## src/rtl/dbg_halt_ctrl_pkg.sv

```systemverilog
// -----------------------------------------------------------------------------
// dbg_halt_ctrl_pkg
//   Shared definitions for the debug halt controller:
//   - state_e          : one-hot sequencer states
//   - DCAUSE_*         : dcause encodings reported to the debug module
//   - halt_cause()     : priority encoder for simultaneous halt sources
// -----------------------------------------------------------------------------
package dbg_halt_ctrl_pkg;

  typedef enum logic [4:0] {
    ST_RUN    = 5'b00001,
    ST_STEP   = 5'b00010,
    ST_FLUSH  = 5'b00100,
    ST_HALTED = 5'b01000,
    ST_RESUME = 5'b10000
  } state_e;

  localparam logic [2:0] DCAUSE_NONE    = 3'd0;
  localparam logic [2:0] DCAUSE_EBREAK  = 3'd1;
  localparam logic [2:0] DCAUSE_TRIGGER = 3'd2;
  localparam logic [2:0] DCAUSE_HALTREQ = 3'd3;
  localparam logic [2:0] DCAUSE_STEP    = 3'd4;

  // Trigger outranks ebreak, which outranks an external haltreq. Step is
  // handled separately because it only applies when no halt event is present.
  function automatic logic [2:0] halt_cause(input logic trig,
                                            input logic ebreak_en,
                                            input logic hreq);
    logic [2:0] cause;
    cause = DCAUSE_NONE;
    if (trig)           cause = DCAUSE_TRIGGER;
    else if (ebreak_en) cause = DCAUSE_EBREAK;
    else if (hreq)      cause = DCAUSE_HALTREQ;
    return cause;
  endfunction

endpackage

```

## src/rtl/dbg_halt_ctrl.sv

```systemverilog
// -----------------------------------------------------------------------------
// dbg_halt_ctrl
//   Debug-mode entry/exit sequencer. Merges halt sources by priority, drains
//   the pipeline, captures dpc/dcause, holds the core halted until the debug
//   module resumes it, then redirects fetch to dpc.
//
// Ports
//   cpu_clk, cpu_rstn       clock, synchronous active-low reset
//   haltreq, resumereq      debug module requests (levels)
//   trig_bkpt               trigger hit with debug-mode action
//   ebreak_ex, dcsr_ebreakm ebreak in EX and its debug-mode enable
//   dcsr_step               single-step enable, sampled when resuming
//   pc_ex                   pc of instruction in EX
//   instr_retire, pc_next   retirement strobe and following pc (step mode)
//   pipe_empty              nothing in flight after EX
//   dbg_mode, halted        debug mode / halted status
//   resumeack, redirect_vld one-cycle pulses on resume
//   stall_fetch, flush_pipe fetch hold / one-cycle pipeline kill
//   dpc, dcause             captured debug pc and halt cause
// -----------------------------------------------------------------------------
module dbg_halt_ctrl
  import dbg_halt_ctrl_pkg::*;
#(
  parameter int ADDR_WIDTH   = 32,
  parameter int DRAIN_CYCLES = 3
) (
  input  logic                  cpu_clk,
  input  logic                  cpu_rstn,
  input  logic                  haltreq,
  input  logic                  resumereq,
  input  logic                  trig_bkpt,
  input  logic                  ebreak_ex,
  input  logic                  dcsr_ebreakm,
  input  logic                  dcsr_step,
  input  logic [ADDR_WIDTH-1:0] pc_ex,
  input  logic                  instr_retire,
  input  logic [ADDR_WIDTH-1:0] pc_next,
  input  logic                  pipe_empty,
  output logic                  dbg_mode,
  output logic                  halted,
  output logic                  resumeack,
  output logic                  stall_fetch,
  output logic                  flush_pipe,
  output logic [ADDR_WIDTH-1:0] dpc,
  output logic [2:0]            dcause,
  output logic                  redirect_vld
);

  // The counter saturates at DRAIN_CYCLES rather than DRAIN_CYCLES-1 so that
  // it never returns to zero inside FLUSH; zero then uniquely marks the
  // first FLUSH cycle, which is when flush_pipe fires.
  localparam int              CNT_W    = $clog2(DRAIN_CYCLES + 1);
  localparam logic [CNT_W-1:0] CNT_MAX  = CNT_W'(DRAIN_CYCLES);
  localparam logic [CNT_W-1:0] CNT_EXIT = CNT_W'(DRAIN_CYCLES - 1);

  state_e                state_q,  state_d;
  logic [CNT_W-1:0]      cnt_q,    cnt_d;
  logic [ADDR_WIDTH-1:0] dpc_q,    dpc_d;
  logic [2:0]            dcause_q, dcause_d;
  logic                  halt_evt;

  always_ff @(posedge cpu_clk) begin
    if (!cpu_rstn) begin
      state_q  <= ST_RUN;
      cnt_q    <= '0;
      dpc_q    <= '0;
      dcause_q <= DCAUSE_NONE;
    end else begin
      state_q  <= state_d;
      cnt_q    <= cnt_d;
      dpc_q    <= dpc_d;
      dcause_q <= dcause_d;
    end
  end

  always_comb begin
    state_d      = state_q;
    cnt_d        = cnt_q;
    dpc_d        = dpc_q;
    dcause_d     = dcause_q;
    dbg_mode     = 1'b0;
    halted       = 1'b0;
    resumeack    = 1'b0;
    stall_fetch  = 1'b0;
    flush_pipe   = 1'b0;
    redirect_vld = 1'b0;
    halt_evt     = trig_bkpt | (ebreak_ex & dcsr_ebreakm) | haltreq;

    unique case (state_q)
      ST_RUN, ST_STEP: begin
        // A halt event stops the instruction in EX before it executes, so
        // it is the one to re-execute on resume.
        if (halt_evt) begin
          state_d  = ST_FLUSH;
          cnt_d    = '0;
          dpc_d    = pc_ex;
          dcause_d = halt_cause(trig_bkpt, ebreak_ex & dcsr_ebreakm, haltreq);
        end else if ((state_q == ST_STEP) && instr_retire) begin
          state_d  = ST_FLUSH;
          cnt_d    = '0;
          dpc_d    = pc_next;
          dcause_d = DCAUSE_STEP;
        end
      end
      ST_FLUSH: begin
        dbg_mode    = 1'b1;
        stall_fetch = 1'b1;
        flush_pipe  = (cnt_q == '0);
        if (pipe_empty && (cnt_q >= CNT_EXIT)) begin
          state_d = ST_HALTED;
        end else if (cnt_q != CNT_MAX) begin
          cnt_d = cnt_q + CNT_W'(1);
        end
      end
      ST_HALTED: begin
        dbg_mode    = 1'b1;
        halted      = 1'b1;
        stall_fetch = 1'b1;
        if (resumereq) state_d = ST_RESUME;
      end
      ST_RESUME: begin
        dbg_mode     = 1'b1;
        resumeack    = 1'b1;
        redirect_vld = 1'b1;
        state_d      = dcsr_step ? ST_STEP : ST_RUN;
      end
      default: state_d = ST_RUN;
    endcase
  end

  assign dpc    = dpc_q;
  assign dcause = dcause_q;

endmodule

```

## config.mk

```make
export PLATFORM = sky130hd
export DESIGN_NAME = dbg_halt_ctrl
export DESIGN_NICKNAME = d
export VERILOG_FILES = /design/src/rtl/dbg_halt_ctrl_pkg.sv /design/src/rtl/dbg_halt_ctrl.sv
export SDC_FILE = /design/constraint.sdc
export NUM_CORES = 1
export LEC_CHECK = 0
export CAP_MARGIN = 20
export CORE_UTILIZATION = 35
export DETAILED_ROUTE_END_ITERATION = 10
export PLACE_DENSITY = 0.71
export SYNTH_ARGS = -nofsm -noshare
export SYNTH_HDL_FRONTEND = slang
export SYNTH_SLANG_ARGS = --single-unit
```

## constraint.sdc

```tcl
create_clock -name cpu_clk -period 1.9 [get_ports cpu_clk]
set_clock_uncertainty 0.05 [all_clocks]
set_input_delay 0.475 -clock cpu_clk [delete_from_list [all_inputs] [get_ports cpu_clk]]
set_output_delay 0.475 -clock cpu_clk [all_outputs]
set_load 0.02 [all_outputs]
```

; ---- Yosys cells after proc, flatten, opt, wreduce, memory -nomap -nowiden
; Index checks and enable logic that the tools add are counted.
[totals]
reg_bits = 42
inputBits = 74
out_inout_bits = 41
word_cells = 54
[op_classes]
n_addsub = 1
n_lt_le_gt_ge = 1
n_eq_ne = 11
mux = 23
bitwise = 3
n_reduce_logical = 11
[op_table]
columns = cell, count
row1 = 32-bit 2-to-1 mux, 2
row2 = 5-bit 2-to-1 mux, 4
row3 = 5-bit case mux with 4 select lines, 1
row4 = 2-bit 2-to-1 mux, 8
row5 = 2-bit != test (second input constant), 5
row6 = 3-bit 2-to-1 mux, 2
row7 = 5-bit by 1-bit == test with 1-bit output (second input constant), 1
row8 = 5-bit by 2-bit == test with 1-bit output (second input constant), 1
row9 = 5-bit by 3-bit == test with 1-bit output (second input constant), 1
row10 = 5-bit by 4-bit == test with 1-bit output (second input constant), 1
row11 = 5-bit == test (second input constant), 1
row12 = 1-bit 2-to-1 mux, 5
row13 = 2-bit case mux with 2 select lines, 1
row14 = 4-bit AND reduction, 1
row15 = 2-bit nonzero test, 2
row16 = 2-bit OR reduction, 2
row17 = 3-bit != test (second input constant), 1
row18 = 3-bit AND reduction, 1
row19 = 3-bit OR reduction, 1
row20 = 2-bit by 1-bit adder with 2-bit output (second input constant), 1
row21 = 2-bit >= comparator (second input constant), 1
row22 = 1-bit logical AND, 2
row23 = 2-bit zero test, 1
row24 = 1-bit bitwise OR, 2
row25 = other kinds (2), 2

; ---- Depth between registers and ports, before layout
; Gate-level depths: netlist of run 1.
[logic_depth]
depth_word = 5
mapped_depth = 7
mapped_depth_nobuf = 6

; ---- Worst setup path before layout of run 1
; OpenSTA, ideal clock, no wires.
[synth_timing]
kind = flip-flop to output port
start = reg state_q[1]
end = out dbg_mode
arrival_ns = 1.471
t_required_ns = 1.375
path_slack_ns = -0.096
stages_incl_launch_ff = 6
path_buffers = 1
cell_sequence = dfxtp_1 > clkbuf_1 > nor4_1 > nand2_1 > nand2_1 > or2_2
[synth_between]
elab_chain_cells = 3
word_cells_on_any_way = 5
cone_classes = eq/ne (3) / mux (1) / reduce/logical (1)
[synth_rtl]
columns = item, line
row1 = start: declaration, dbg_halt_ctrl.sv:56  ; state_e state_q, state_d;
row2 = start signal: assignment, dbg_halt_ctrl.sv:69  ; state_q <= state_d;
row3 = "5-bit by 4-bit == test with 1-bit output, or another cell as far along", dbg_halt_ctrl.sv:89  ; unique case (state_q)
row4 = 3-bit OR reduction (no line) (*), -
row5 = 1-bit 2-to-1 mux (*), dbg_halt_ctrl.sv:89
row6 = end: declaration, dbg_halt_ctrl.sv:39  ; output logic dbg_mode,
; Mark *: on every way between the ends. The rest lies on a longest branch, timed or not.

; ---- Final worst setup path of run 1
; Same ends and word-level chain as after synthesis.

==> results of run 1 <==
==> layout by cell type, fill, tap and decap left out, types with 5 or more instances in the layout <==
master,instances
sky130_fd_sc_hd__o211a_1,33
sky130_fd_sc_hd__inv_1,5
sky130_fd_sc_hd__nand2_1,39
sky130_fd_sc_hd__clkbuf_8,5
sky130_fd_sc_hd__buf_4,19
sky130_fd_sc_hd__dfxtp_1,38
sky130_fd_sc_hd__clkdlybuf4s50_1,105
sky130_fd_sc_hd__mux2i_1,34
sky130_fd_sc_hd__buf_6,11
==> layer usage <==
metal,track usage,wire length (um)
met1,0.2232,2592
met2,0.2888,2694
met3,0.05172,375
met4,0.04364,56
met5,0,0
==> through the flow <==
step	power (uW)	cell area (um2)
finish	4751	3677
floorplan	2859	2100
CTS	4584	3558
global route	5056	3677
global placement	3915	3451
detailed placement	3953	3451
==> worst max-delay path: cells and delay by family, from the launching register on <==
kind | cells | cell delay (ns)
and+or+nand+nor | 4 | 0.62
buffers and inverters | 1 | 0.10
DFF | 1 | 0.37
==> final cells by class <==
class,instances,area (um2)
repair buffers,144,1450
clock inverters,2,13.76
fillers,489,1964
flip-flops and latches,42,850.8
well taps,72,90.09
inverters,6,22.52
clock buffers,6,72.57
multi-input cells,147,1177
==> state kept, by name, indices dropped and copies added (netlist names) <==
signal and cells:
state_q 5, dpc 32, cnt_q 2, dcause 3
==> repair_timing <==
| item | CTS | global route |
|---|---|---|
| buffers inserted | 2 | 4 |
| pin swaps | 1 | 8 |
| hold buffers | 0 | 0 |
| cloned | 0 | 1 |
| gates resized for setup | 30 | 26 |
| endpoints found under the setup margin | 38 | 40 |
==> report_power, final <==
| part | total, uW | internal [uW] | switching (uW) |
|---|---|---|---|
| combinational | 2760 | 1460 | 1300 |
| clock | 560 | 259 | 300 |
| sequential | 1430 | 1230 | 198 |
| total | 4750 | 2950 | 1800 |
==> cells by family (layout without fill, tap and decap cells) <==
group | after synthesis | after routing | synth area share
buffers and inverters | 25 | 158 | 0.05977
AO/OA/AOI/OAI | 49 | 49 | 0.2200
adder cells (fa/ha/maj) | 3 | 3 | 0.01793
multiplexers | 34 | 34 | 0.1626
flip-flops | 42 | 42 | 0.4017
AND/OR/NAND/NOR | 59 | 59 | 0.1297
XOR/XNOR | 2 | 2 | 0.008370
==> final timing paths <==
path / startpoint / endpoint / slack [ns] / cells past startpoint
max: state_q[1] / dbg_mode / -0.007 / 5
min: cnt_q[0] / cnt_q[0] / 0.43 / 2
max reg2reg: state_q[4] / dpc[31] / 0.13 / 7
min reg2reg: cnt_q[0] / cnt_q[0] / 0.43 / 2
==> results_tabular.tex, run 1 <==
\begin{tabular}{lr}
\hline
Metric & Value \\
\hline
\multicolumn{2}{l}{\textbf{Clocking}} \\
Number of sinks handled by clock tree synthesis & 42 \\
Clk root buf & sky130\_fd\_sc\_hd\_\_clkbuf\_8 \\
Clk buf depth & 2 \\
Worst skew pair latency & roughly 0.28 ns \\
CTS Buf Count & 5 \\
Max H-tree Level & 2 \\
TritonCTS clock tree & yes \\
Clk slew on worst S/H paths & about 0.070 ns \\
\multicolumn{2}{l}{\textbf{Worst setup path}} \\
Crit Path Max Fanout & 3 \\
Arr. time, crit path & 1.38 ns \\
Critical Path Start Type & flip-flop \\
Worst Setup End Kind & output pin \\
Slowest Stage Delay on Critical Path & 0.37 ns \\
Critical path start-end classification & reg -> out \\
Crit path required time & approximately 1.4 ns \\
Worst path cell trace & nor4\_4, nand2\_1, nand2\_2, or2\_4, buf\_6 \\
Worst path slowest cell & sky130\_fd\_sc\_hd\_\_dfxtp\_4 \\
\multicolumn{2}{l}{\textbf{Power}} \\
Maximum vdd drop & around 540 uV \\
Pleak & 0.001754 uW \\
Power density cells & approximately 1300 nW/um2 \\
\multicolumn{2}{l}{\textbf{Routing}} \\
Router iterations before antenna repair & 4 \\
Routed vias/inst & 4.888 \\
Count of vias placed by the detailed router & 2,048 \\
Initial DRC count & 64 \\
DRC Markers & 0 \\
Detailed-route wire length & $\sim$5.7 mm \\
Antenna-violating nets left & 0 \\
Wire per inst & 13.65 um \\
\multicolumn{2}{l}{\textbf{Synthesis}} \\
Most used standard cell by instance count after synthesis & sky130\_fd\_sc\_hd\_\_dfxtp\_1 \\
FFs w/ async S/R, synth & 0 \\
Total of warnings raised by yosys & 0 \\
Post-synthesis area per instance & 9.782 um2 \\
Sequential area share after synthesis & 0.4017 \\
Synth top area share & 0.4017 \\
Number of register bits inferred by synthesis & 42 \\
Biggest area contributors in the synthesized netlist & sky130\_fd\_sc\_hd\_\_dfxtp\_1, sky130\_fd\_sc\_hd\_\_mux2i\_1, sky130\_fd\_sc\_hd\_\_o211a\_1 \\
Count of flip-flops with a built-in enable after synthesis & 0 \\
Netlist Area Pre-Place & around 2100 um2 \\
Top cells by instance count after synthesis & sky130\_fd\_sc\_hd\_\_dfxtp\_1, sky130\_fd\_sc\_hd\_\_nand2\_1, sky130\_fd\_sc\_hd\_\_mux2i\_1 \\
Count of mapped cells out of synthesis & 214 \\
Mapped Nets & approximately 290 \\
Area leader, netlist & sky130\_fd\_sc\_hd\_\_dfxtp\_1 \\
Commonest register cell after synthesis & sky130\_fd\_sc\_hd\_\_dfxtp\_1 \\
Distinct cell type count after synthesis & 35 \\
\multicolumn{2}{l}{\textbf{GRT}} \\
Largest net degree at the start of global routing & 46 \\
Grt total ovfl & 0 \\
Combined global-route utilization of all metal layers & 0.1754 \\
Via count of the first global-routing pass & $\sim$1,800 \\
Global-route wire length before repair & about 8.6 mm \\
Initial antenna violation count & 0 \\
\multicolumn{2}{l}{\textbf{Status}} \\
Outcome & complete, but fails checks \\
Violations in the final reports & setup timing \\
\multicolumn{2}{l}{\textbf{STA}} \\
Unrepaired setup endpoints after global routing & yes \\
Tcrit/Tclk final & 1.004 \\
Worst setup margin & -0.007432 ns \\
Shortest clock period the worst path allows after layout & approximately 1.9 ns \\
Transition at the pin with the smallest max-transition slack & 0.3526 ns \\
Max frequency & between 500 and 600 MHz \\
Minimum hold slack & between 0.4 and 0.5 ns \\
Final count of negative-setup-slack endpoints & 3 \\
Worst slew slack as a fraction of its limit & 0.7633 \\
Final Hold Viols & 0 \\
Final number of max-transition violations & 0 \\
Setup TNS after final layout & -0.01202 ns \\
\multicolumn{2}{l}{\textbf{Final layout}} \\
Number of standard cells in the final layout excluding fillers & around 420 \\
Post-layout util & 0.6518 \\
Layout cell share with drive strength beyond 1 & 0.1700 \\
Antenna diode count & 0 \\
Final nets & $\sim$420 \\
Area growth from synthesis to final layout & 75.67\% \\
\multicolumn{2}{l}{\textbf{Run}} \\
Max-capacitance violation count & 0 \\
\multicolumn{2}{l}{\textbf{Die}} \\
FP Rows & 27 \\
Number of placed I/O pins & approximately 120 \\
Die footprint & around 6300 um2 \\
Horizontal die dimension & between 70 and 80 um \\
Initial Util & 0.3710 \\
Area of the core region & 5642 um2 \\
Die height & between 70 and 80 um \\
\multicolumn{2}{l}{\textbf{Place}} \\
IO Port Bufs & 114 \\
Worst setup slack after placement & -0.3775 ns \\
Placed insts & 404 \\
RePlAce Congestion & about 0.83 \\
Post-detail-place hpwl & around 4 mm \\
\multicolumn{2}{l}{\textbf{Worst hold path}} \\
Class of the most critical hold timing path & reg -> reg \\
\hline
\end{tabular}
(Power assumes the default switching activity.)
==> run 2, diff against run 1 <==
SKIP_LAST_GASP = 1   (was not set)
==> run 2 against run 1 <==
The flow still finishes with violations (setup timing). Global-route usage fell by 0.12 points. Clock-buffer cell count did not move. Combinational power fell by 2%. Clock power barely moved. Hold slack improved by 0.00080 ns. Cell count fell by 0.48%. Sequential share of layout area rose by 0.28 points. Power fell by 1.2%. Design area fell by 1.1%. Via count fell by 0.54%. Flip-flop and latch count did not move. Routed wire length fell by 1.8%.
==> results_tabular.tex, run 2 (synthesized netlist as in run 1, its figures left out) <==
\begin{tabular}{lr}
\hline
Metric & Value \\
\hline
\multicolumn{2}{l}{\textbf{STA}} \\
Worst setup margin & -0.08735 ns \\
Unrepaired setup endpoints after global routing & yes \\
Final count of negative-setup-slack endpoints & 1 \\
Shortest clock period the worst path allows after layout & between 1.5 and 2 ns \\
Final number of max-transition violations & 0 \\
Final Hold Viols & 0 \\
Max frequency & just over 500 MHz \\
Minimum hold slack & roughly 0.44 ns \\
Tcrit/Tclk final & 1.046 \\
Transition at the pin with the smallest max-transition slack & $\sim$0.35 ns \\
Worst slew slack as a fraction of its limit & 0.7627 \\
\multicolumn{2}{l}{\textbf{Final layout}} \\
Max FFs per register & 32 \\
Number of standard cells in the final layout excluding fillers & 417 \\
Area growth from synthesis to final layout & 73.82\% \\
Layout cell share with drive strength beyond 1 & 0.1652 \\
Most common cell after layout, fill and taps aside & sky130\_fd\_sc\_hd\_\_clkdlybuf4s50\_1 \\
Final nets & roughly 420 \\
Leading cell types in the layout, fill and taps excluded & sky130\_fd\_sc\_hd\_\_clkdlybuf4s50\_1, sky130\_fd\_sc\_hd\_\_nand2\_1, sky130\_fd\_sc\_hd\_\_dfxtp\_1 \\
Antenna diode count & 0 \\
Design area & between 3000 and 4000 um2 \\
\multicolumn{2}{l}{\textbf{Routing}} \\
Antenna-violating nets left & 0 \\
Wire per inst & 13.47 um \\
Routed vias/inst & roughly 5 \\
DRC Markers & 0 \\
Count of vias placed by the detailed router & 2,037 \\
Router iterations before antenna repair & 4 \\
Initial DRC count & 64 \\
Detailed-route wire length & approximately 5.6 mm \\
\multicolumn{2}{l}{\textbf{Power}} \\
Pleak & roughly 0.0017 uW \\
Maximum vdd drop & around 540 uV \\
Power density cells & 1290 nW/um2 \\
\multicolumn{2}{l}{\textbf{Place}} \\
Placed cell areas & between 3000 and 4000 um2 \\
Worst setup slack after placement & -0.3775 ns \\
Placed insts & 404 \\
IO Port Bufs & around 110 \\
RePlAce Congestion & around 0.83 \\
Post-detail-place hpwl & approximately 4 mm \\
\multicolumn{2}{l}{\textbf{Worst setup path}} \\
Bufs and invs on worst path & 2 \\
Critical Path Start Type & flip-flop \\
Kind of cell with the highest combined delay on the critical path & simple AND/OR/NAND/NOR gates \\
Worst Setup End Kind & output pin \\
Critical path start-end classification & reg -> out \\
Slowest Stage Delay on Critical Path & about 0.36 ns \\
Crit path required time & approximately 1.4 ns \\
Crit Path Max Fanout & 4 \\
Arr. time, crit path & around 1.5 ns \\
Worst path cell trace & buf\_4, nand3b\_1, nand2\_2, or2\_2, buf\_2 \\
Worst path slowest cell & sky130\_fd\_sc\_hd\_\_dfxtp\_2 \\
\multicolumn{2}{l}{\textbf{GRT}} \\
Via count of the first global-routing pass & 1,815 \\
Combined global-route utilization of all metal layers & 0.1741 \\
Initial antenna violation count & 0 \\
Grt total ovfl & 0 \\
Global-route wire length before repair & roughly 8.6 mm \\
Largest net degree at the start of global routing & between 40 and 50 \\
\multicolumn{2}{l}{\textbf{Clocking}} \\
Worst skew pair latency & around 0.28 ns \\
CTS Buf Count & 5 \\
Clk slew on worst S/H paths & 0.07 ns \\
Clk root buf & sky130\_fd\_sc\_hd\_\_clkbuf\_8 \\
Max H-tree Level & 2 \\
TritonCTS clock tree & yes \\
Number of sinks handled by clock tree synthesis & 42 \\
Clk buf depth & 2 \\
\multicolumn{2}{l}{\textbf{Die}} \\
Initial Util & 0.3710 \\
Horizontal die dimension & around 79 um \\
FP Rows & 27 \\
Area of the core region & roughly 5600 um2 \\
Die footprint & $\sim$6300 um2 \\
Number of placed I/O pins & approximately 120 \\
Die height & 79.34 um \\
\multicolumn{2}{l}{\textbf{Run}} \\
Max-capacitance violation count & 0 \\
\multicolumn{2}{l}{\textbf{Status}} \\
Outcome & complete, but fails checks \\
Violations in the final reports & setup timing \\
\multicolumn{2}{l}{\textbf{Worst hold path}} \\
Class of the most critical hold timing path & reg -> reg \\
\hline
\end{tabular}
## run 2: report_power, final
group | internal [uW] | leakage [uW] | switching, uW
clock network | 259 | 0.0000452 | 298
registers | 1240 | 0.000350 | 191
logic | 1420 | 0.00135 | 1290
## run 2: timing repair
item,CTS,global route
endpoints found under the setup margin,38,41
hold buffers,0,0
gates resized for setup,28,18
setup buffers,2,2
pin swaps,1,5
cloned,0,1
## run 2: cell type report
class | instances | area [um2]
clock buffer | 6 | 72.57
sequential | 42 | 852.1
tap | 72 | 90.09
timing repair buffer | 142 | 1418
multi-input combinational | 147 | 1170
fill | 498 | 2003
inverter | 6 | 22.52
clock inverter | 2 | 13.76
## run 2: worst min-delay path: stages, from the launching register on
cell	delay (ns)
sky130_fd_sc_hd__dfxtp_1	0.33
sky130_fd_sc_hd__nand2_1	0.06
sky130_fd_sc_hd__mux2i_1	0.06
## run 2: layer usage
metal	up-vias	track usage	wire length, um
met5	-	0	0
met4	0	0.04364	56
met3	6	0.05172	399
met2	64	0.2862	2655
met1	940	0.2218	2503
li1	1027	-	-
## run 2: path summary, 6_finish.rpt
| path | startpoint | to | slack (ns) | cells after the start |
|---|---|---|---|---|
| setup reg to reg | state_q[4] | dpc[31] | 0.11 | 7 |
| setup / recovery | state_q[4] | dbg_mode | -0.09 | 5 |
| hold reg to reg | cnt_q[0] | cnt_q[0] | 0.44 | 2 |
| hold / removal | cnt_q[0] | cnt_q[0] | 0.44 | 2 |
## run 2: per-stage QoR
stage          TNS (ns)  total power (uW)  utilization
6_report       -0.08735              4693       0.6449
5_1_grt         -0.2475              5000       0.6449
4_1_cts         -0.1266              4581       0.6301
3_5_place_dp     -13.58              3953       0.6117
3_3_place_gp     -11.42              3915       0.6117
2_1_floorplan         0              2859            -
